## src/rtl/arb_pkg.sv

```systemverilog
// Shared types and sizing for the 8-way round-robin arbiter.
// Holds the requester count, index width, FSM state enum and an index increment helper.
package arb_pkg;

  localparam int NUM_REQ = 8;
  localparam int IDX_W   = 3;
  localparam int CNT_W   = 8;

  typedef enum logic {
    IDLE  = 1'b0,
    GRANT = 1'b1
  } arb_state_t;

  // Modulo-NUM_REQ increment; relies on NUM_REQ being a power of two.
  function automatic logic [IDX_W-1:0] idx_inc(input logic [IDX_W-1:0] idx);
    return idx + IDX_W'(1);
  endfunction

endpackage

```

## src/rtl/rr_picker.sv

```systemverilog
// Combinational rotate-and-find-first: first set req bit scanning ptr, ptr+1, ... wrapping.
// Zero latency; no state and no backpressure.
module rr_picker
  import arb_pkg::*;
(
  input  logic [NUM_REQ-1:0] req,
  input  logic [IDX_W-1:0]   ptr,
  output logic [IDX_W-1:0]   winner,
  output logic               anyReq
);

  logic             w_found;
  logic [IDX_W-1:0] w_idx;

  always_comb begin
    winner  = '0;
    w_found = 1'b0;
    w_idx   = '0;
    for (int i = 0; i < NUM_REQ; i++) begin
      w_idx = ptr + IDX_W'(i);
      if (!w_found && req[w_idx]) begin
        winner  = w_idx;
        w_found = 1'b1;
      end
    end
  end

  assign anyReq = |req;

endmodule

```

## src/rtl/round_robin_arbiter.sv

```systemverilog
// 8-way round-robin arbiter: grant registered one cycle after req, held until gntAck, one dead cycle between grants.
// Optional forced release after TIMEOUT unacked grant cycles when ARB_TIMEOUT_EN is defined.
module round_robin_arbiter
  import arb_pkg::*;
#(
  parameter int TIMEOUT = 15
) (
  input  logic               clk,
  input  logic               reset,
  input  logic [NUM_REQ-1:0] req,
  input  logic               gntAck,
  output logic               gntValid,
  output logic [IDX_W-1:0]   gntIdx,
  output logic               timeoutPulse
);

  if (TIMEOUT < 2 || TIMEOUT > 255) begin : g_bad_timeout
    $error("round_robin_arbiter: TIMEOUT out of range 2..255");
  end

  arb_state_t       r_state;
  logic [IDX_W-1:0] r_ptr;
  logic             r_gnt_vld;
  logic [IDX_W-1:0] r_gnt_idx;
  logic [IDX_W-1:0] w_winner;
  logic             w_any_req;

  rr_picker u_picker (
    .req    (req),
    .ptr    (r_ptr),
    .winner (w_winner),
    .anyReq (w_any_req)
  );

`ifdef ARB_TIMEOUT_EN
  localparam logic [CNT_W-1:0] TO_LAST = CNT_W'(TIMEOUT - 1);

  logic             r_to_pulse;
  logic [CNT_W-1:0] r_to_cnt;

  always_ff @(posedge clk or posedge reset) begin
    if (reset) begin
      r_state    <= IDLE;
      r_ptr      <= '0;
      r_gnt_vld  <= 1'b0;
      r_gnt_idx  <= '0;
      r_to_pulse <= 1'b0;
      r_to_cnt   <= '0;
    end else begin
      r_to_pulse <= 1'b0;
      case (r_state)
        IDLE: begin
          if (w_any_req) begin
            r_gnt_idx <= w_winner;
            r_gnt_vld <= 1'b1;
            r_to_cnt  <= '0;
            r_state   <= GRANT;
          end
        end
        GRANT: begin
          // An ack on the expiry edge wins: normal release, no pulse.
          if (gntAck) begin
            r_ptr     <= idx_inc(r_gnt_idx);
            r_gnt_vld <= 1'b0;
            r_to_cnt  <= '0;
            r_state   <= IDLE;
          end else if (r_to_cnt == TO_LAST) begin
            r_ptr      <= idx_inc(r_gnt_idx);
            r_gnt_vld  <= 1'b0;
            r_to_cnt   <= '0;
            r_to_pulse <= 1'b1;
            r_state    <= IDLE;
          end else begin
            r_to_cnt <= r_to_cnt + CNT_W'(1);
          end
        end
        default: r_state <= IDLE;
      endcase
    end
  end

  assign timeoutPulse = r_to_pulse;
`else
  always_ff @(posedge clk or posedge reset) begin
    if (reset) begin
      r_state   <= IDLE;
      r_ptr     <= '0;
      r_gnt_vld <= 1'b0;
      r_gnt_idx <= '0;
    end else begin
      case (r_state)
        IDLE: begin
          if (w_any_req) begin
            r_gnt_idx <= w_winner;
            r_gnt_vld <= 1'b1;
            r_state   <= GRANT;
          end
        end
        GRANT: begin
          if (gntAck) begin
            r_ptr     <= idx_inc(r_gnt_idx);
            r_gnt_vld <= 1'b0;
            r_state   <= IDLE;
          end
        end
        default: r_state <= IDLE;
      endcase
    end
  end

  assign timeoutPulse = 1'b0;
`endif

  assign gntValid = r_gnt_vld;
  assign gntIdx   = r_gnt_idx;

endmodule

```

## config.mk

```make
export PLATFORM = sky130hd
export DESIGN_NAME = round_robin_arbiter
export DESIGN_NICKNAME = d
export VERILOG_FILES = /design/src/rtl/arb_pkg.sv /design/src/rtl/rr_picker.sv /design/src/rtl/round_robin_arbiter.sv
export SDC_FILE = /design/constraint.sdc
export NUM_CORES = 1
export LEC_CHECK = 0
export CORE_UTILIZATION = 55
export CTS_CLUSTER_DIAMETER = 150
export DETAILED_ROUTE_END_ITERATION = 6
export PLACE_DENSITY = 0.9
export SLEW_MARGIN = 20
export SYNTH_ARGS = -nofsm -noshare
export SYNTH_HDL_FRONTEND = slang
export SYNTH_SLANG_ARGS = --single-unit
export TNS_END_PERCENT = 1
```

## constraint.sdc

```tcl
create_clock -name clk -period 7.1 [get_ports clk]
set_input_delay 1.065 -clock clk [delete_from_list [all_inputs] [get_ports clk]]
set_output_delay 1.065 -clock clk [all_outputs]
set_load 0.005 [all_outputs]
```

### Word level (Yosys, flattened, before mapping)

Cells that the tools add are included.

* output and inout bits: 5
* memories kept: 0
* input port bits: 11
* flip-flop bits (word level): 8
* logic and storage cells: 78
* bits in latches: 0
* memory bits (writable): 0
* ROM bits: 0

* $mul: 0
* bitwise operators: 1
* $lt $le $gt $ge: 8
* add/sub/neg operators: 8
* shift-type cells: 0
* equality and inequality tests: 2
* reductions and logical operators: 18
* div/mod/pow operators: 0
* muxes and demuxes: 37

Operators with widths (count)
* < comparator 3 x 4 -> 1 bit (second input constant): 8
* binary-select mux 1 bit (select 3 bit): 8
* 2-to-1 mux 3 bit: 8
* 2-to-1 mux 1 bit: 19
* adder 3 bit (second input constant): 4
* OR reduction 8 bit: 1
* logical AND 1 bit: 7
* zero test 1 bit: 7
* adder 3 x 1 -> 3 bit (second input constant): 2
* adder 3 x 2 -> 3 bit (second input constant): 2
* AND reduction 2 bit: 3
* case mux 1 bit (2 select lines): 2
* inequality test 2 x 1 -> 1 bit (second input constant): 1
* inequality test 2 bit (second input constant): 1
* NOT 1 bit: 1

### Logic depth before layout (Yosys ltp)

* word-level depth: 24
* gate-level depth with buffers: 11
* gate-level depth less buffers: 8

### Modules after synthesis

Synthesis repeated with hierarchy kept, for this count alone.

* cells, all modules: 120
* area total of the unflattened synthesis: 1229.9 µm²

Modules (own cells, without submodules)
* rr_picker: area each 887.1 µm², instances 1, cells each 94, sequential area each 0.0 µm²
* round_robin_arbiter: area each 342.8 µm², instances 1, cells each 26, sequential area each 200.2 µm²

### Worst setup path after synthesis

OpenSTA, ideal clock, no wires.

* kind: reg-to-reg
* from: reg r_ptr[0]
* to: reg r_gnt_idx[2], in the netlist gntIdx[2]
* required time: 6.974 ns
* period minus slack after synthesis: 2.768 ns
* path buffers: 3
* stages on the path, launching flop included: 11
* setup time: 0.126 ns
* arrival time: 2.642 ns
* path slack: 4.332 ns
* cell sequence: dfrtp_1 -> buf_6 -> buf_8 -> inv_1 -> ha_1 -> buf_6 -> mux4_1 -> mux2i_1 -> nand2_1 -> a221o_1 -> a221o_1

* longest elaborated chain between the ends: 24
* elaborated cells between the ends (all ways): 52
* classes of those cells: add/sub (7); mux (31); reduce/logical (14)

Ends and longest elaborated chain
* from (decl): line round_robin_arbiter.sv:22 `logic [IDX_W-1:0] r_ptr;`
* from (signal assigned): line round_robin_arbiter.sv:101 `r_ptr <= idx_inc(r_gnt_idx);`
* branches (longest 23 deep; another with adder 3 x 1 -> 3 bit)
* 2-to-1 mux 3 bit *: line rr_picker.sv:21 `if (!w_found && req[w_idx]) begin`
* to (signal assigned): line round_robin_arbiter.sv:94 `r_gnt_idx <= w_winner;`
* to (decl): line round_robin_arbiter.sv:24 `logic [IDX_W-1:0] r_gnt_idx;`

Mark *: on every way between the ends. The select of a mux whose other input is x is not followed.
A chain may end at the register's enable or synchronous reset.

### Worst setup path after layout

Ends and elaborated chain as after synthesis.

==> impl_metrics.env <==
export IMPL_vias_per_cell=6.77
export IMPL_powerDensity_mw_per_mm2=507
export IMPL_ys_flop_type="dfrtp_1"
export IMPL_relSlewSlack_pct=57.6
export IMPL_die_area_mm2=0.00233
export IMPL_cp_required_ps=7250
export IMPL_drt_first_pass_iters=6
export IMPL_grt_pass1_wl_um=4640
export IMPL_setup_tns_ps=0
export IMPL_avgSynthCellArea_um2=9.20
export IMPL_synth_common_cells="nand2_1, nor2_1, a21oi_1, dfrtp_1"
export IMPL_finalMaxSlewViolations=0
export IMPL_portBuffers=14
export IMPL_gp_congestion=0.898
export IMPL_top_layer="met4"
export IMPL_cts_tree="done"
export IMPL_synth_compound_area_share_pct=19.6
export IMPL_fmax_mhz=292
export IMPL_clk_path_buf_depth=2
export IMPL_tightest_slew_ps=635
export IMPL_dp_cells=163
export IMPL_ys_types=40
export IMPL_syn_nets=142
export IMPL_cts_root_buf="clkbuf_4"
export IMPL_io_pins=16
export IMPL_crit_fanout=15
export IMPL_clk_latency_ps=260
export IMPL_num_vias=1124
export IMPL_grtUsageTotal_pct=29.6
export IMPL_grt_antenna_before_repair=0
export IMPL_r2r_cells=7
export IMPL_fin_crit_sh_pct=48.3
export IMPL_final_hold_viol_count=0
export IMPL_rows=16
export IMPL_hold_buffers=0
export IMPL_critPathKind="reg2reg"
export IMPL_grt_ovfl_total=0
export IMPL_met3_wirelength_um=219
export IMPL_synth_edf_count=0
export IMPL_postRouteAntennaNets=0
export IMPL_placed_area_mm2=0.00129
export IMPL_instances_no_fill=166
export IMPL_outcome="completed"
export IMPL_clk_pin_slew_ps=50
export IMPL_yosysTopAreaCell="dfrtp_1"
export IMPL_hold_path_class="reg2reg"
export IMPL_skew_ps=1.72
export IMPL_r2r_end="gntIdx[2]"
export IMPL_start_util_pct=59.4
export IMPL_synthMuxAreaShare_pct=33.6
export IMPL_synth_top_family_by_area="multiplexers"
export IMPL_wl_um=3010
export IMPL_postSynthCellCount=128
export IMPL_ff2ff_setup_slack_ps=3670
export IMPL_end_kind="flop"
export IMPL_drt_iter0_drc=64
export IMPL_async_reset_ff_share_pct=100
export IMPL_rr_startpoint="r_ptr[0]"
export IMPL_drt_met1_wl_um=1220
export IMPL_coreArea_mm2=0.00198
export IMPL_period_minus_slack_ps=3430
export IMPL_ys_warn_count=0
export IMPL_grt_setup_unrepaired="no"
export IMPL_synthSimpleGateAreaFrac_pct=16.3
export IMPL_syn_cell_area_mm2=0.00118
export IMPL_post_synth_top_count_cell="nand2_1"
export IMPL_synthAdderAreaFrac_pct=3.19
export IMPL_grt_max_degree=16
export IMPL_numCtsBuffers=3
export IMPL_htree_levels=1
export IMPL_p_leak_nw=0.529
export IMPL_whs_path_depth=2
export IMPL_post_cts_setup_buffer_count=0
export IMPL_maxCapViolCount=0
export IMPL_vdd_ir_drop_max_mv=0.298
export IMPL_synth_area_leaders="dfrtp_1, mux4_2, mux4_1"
export IMPL_drc=0
export IMPL_seq_area_frac_synth_pct=17.0
export IMPL_cp_start_kind="flop"
export IMPL_diodes=0
export IMPL_nets=155
export IMPL_fin_area_mm2=0.00132
export IMPL_grt_pass1_vias=982
export IMPL_synth_top_area_share_pct=17.0
export IMPL_syn_to_final_growth_pct=11.8
export IMPL_cts_repair_resize_count=0
export IMPL_routedWlPerCell_um=18.2
export IMPL_dr_wl_met2_um=1530
export IMPL_synth_xor_area_share_pct=2.98
export IMPL_p_total_w=0.000667
export IMPL_die_w_um=48.3
export IMPL_hold_ws_ps=482
export IMPL_post_dp_hpwl_um=2350
export IMPL_ys_ff_latch=8
export IMPL_cts_num_sinks=8
export IMPL_crit_arrival_ps=3580
export IMPL_drive_gt1_share_pct=14.4
export IMPL_finalSetupViolCount=0
export IMPL_holdCritStartpoint="gntValid"
export IMPL_min_to="gntValid"
export IMPL_fillCellCount=146
export IMPL_die_y_um=48.3
## worst max-delay path: stages, from the launching register on
cell	delay (ps)
dfrtp_1	750
inv_1	180
ha_1	590
mux4_1	700
mux2i_1	390
nand2_1	110
a221o_1	300
a221o_1	280
## worst max path at each step
stage	cells after the start	to	from
4_1_cts	8	gntIdx[2]	r_ptr[0]
2_1_floorplan	10	gntIdx[2]	r_ptr[0]
3_3_place_gp	7	gntIdx[2]	req[2]
3_5_place_dp	7	gntIdx[2]	req[4]
6_report	7	gntIdx[2]	r_ptr[0]
5_1_grt	8	gntIdx[2]	r_ptr[1]
## sequential cells by signal, summed over array words and instances (netlist names)
signal and count:
gntIdx 3, gntValid 1, r_ptr 3, r_state 1
## metrics by stage
| stage | setup WS, ps | util (%) |
|---|---|---|
| after global routing | 3490 | 66.4 |
| after detailed placement | 3670 | 65.3 |
| after global placement | 3710 | 65.3 |
| final | 3670 | 66.4 |
| after floorplan | 4330 | - |
| after CTS | 3680 | 66.4 |
## kinds of logic (layout without fill, tap and decap cells)
family,count (synthesis),in the layout
AO/OA/AOI/OAI,34,34
XOR/XNOR,4,4
adder cells (fa/ha/maj),3,3
buffers and inverters,13,24
flip-flops,8,8
multiplexers,22,22
other,1,1
AND/OR/NAND/NOR,43,43
## power breakdown
group          switching [W]  internal, W   total, W
clock              0.0000166    0.0000194  0.0000360
combinational       0.000272     0.000246   0.000518
sequential         0.0000504    0.0000631   0.000114
total               0.000339     0.000329   0.000667
## layer usage
layer  global-route usage (%)  up-vias
met5                        0        -
met4                     8.33        0
met3                     7.04        6
met2                     49.1       59
met1                     38.7      540
li1                         -      519
## placed cells by master (no fill, tap or decap), drive strengths merged, types with 5 or more instances in the layout
master,count
mux4,12
clkdlybuf4s50,14
inv,7
mux2i,5
mux2,5
a21oi,12
nor2,14
nand2,15
dfrtp,8
o21ai,6
## layout make-up
type / count / area (um^2) / area share, %
Sequential cell: 8 / 200 / 15.2
Timing Repair Buffer: 14 / 140 / 10.6
Tap cell: 27 / 33.8 / 2.57
Clock buffer: 3 / 22.5 / 1.71
Multi-Input combinational cell: 107 / 893 / 67.9
Inverter: 7 / 26.3 / 2.00
Power figures use the tool's default switching activity.
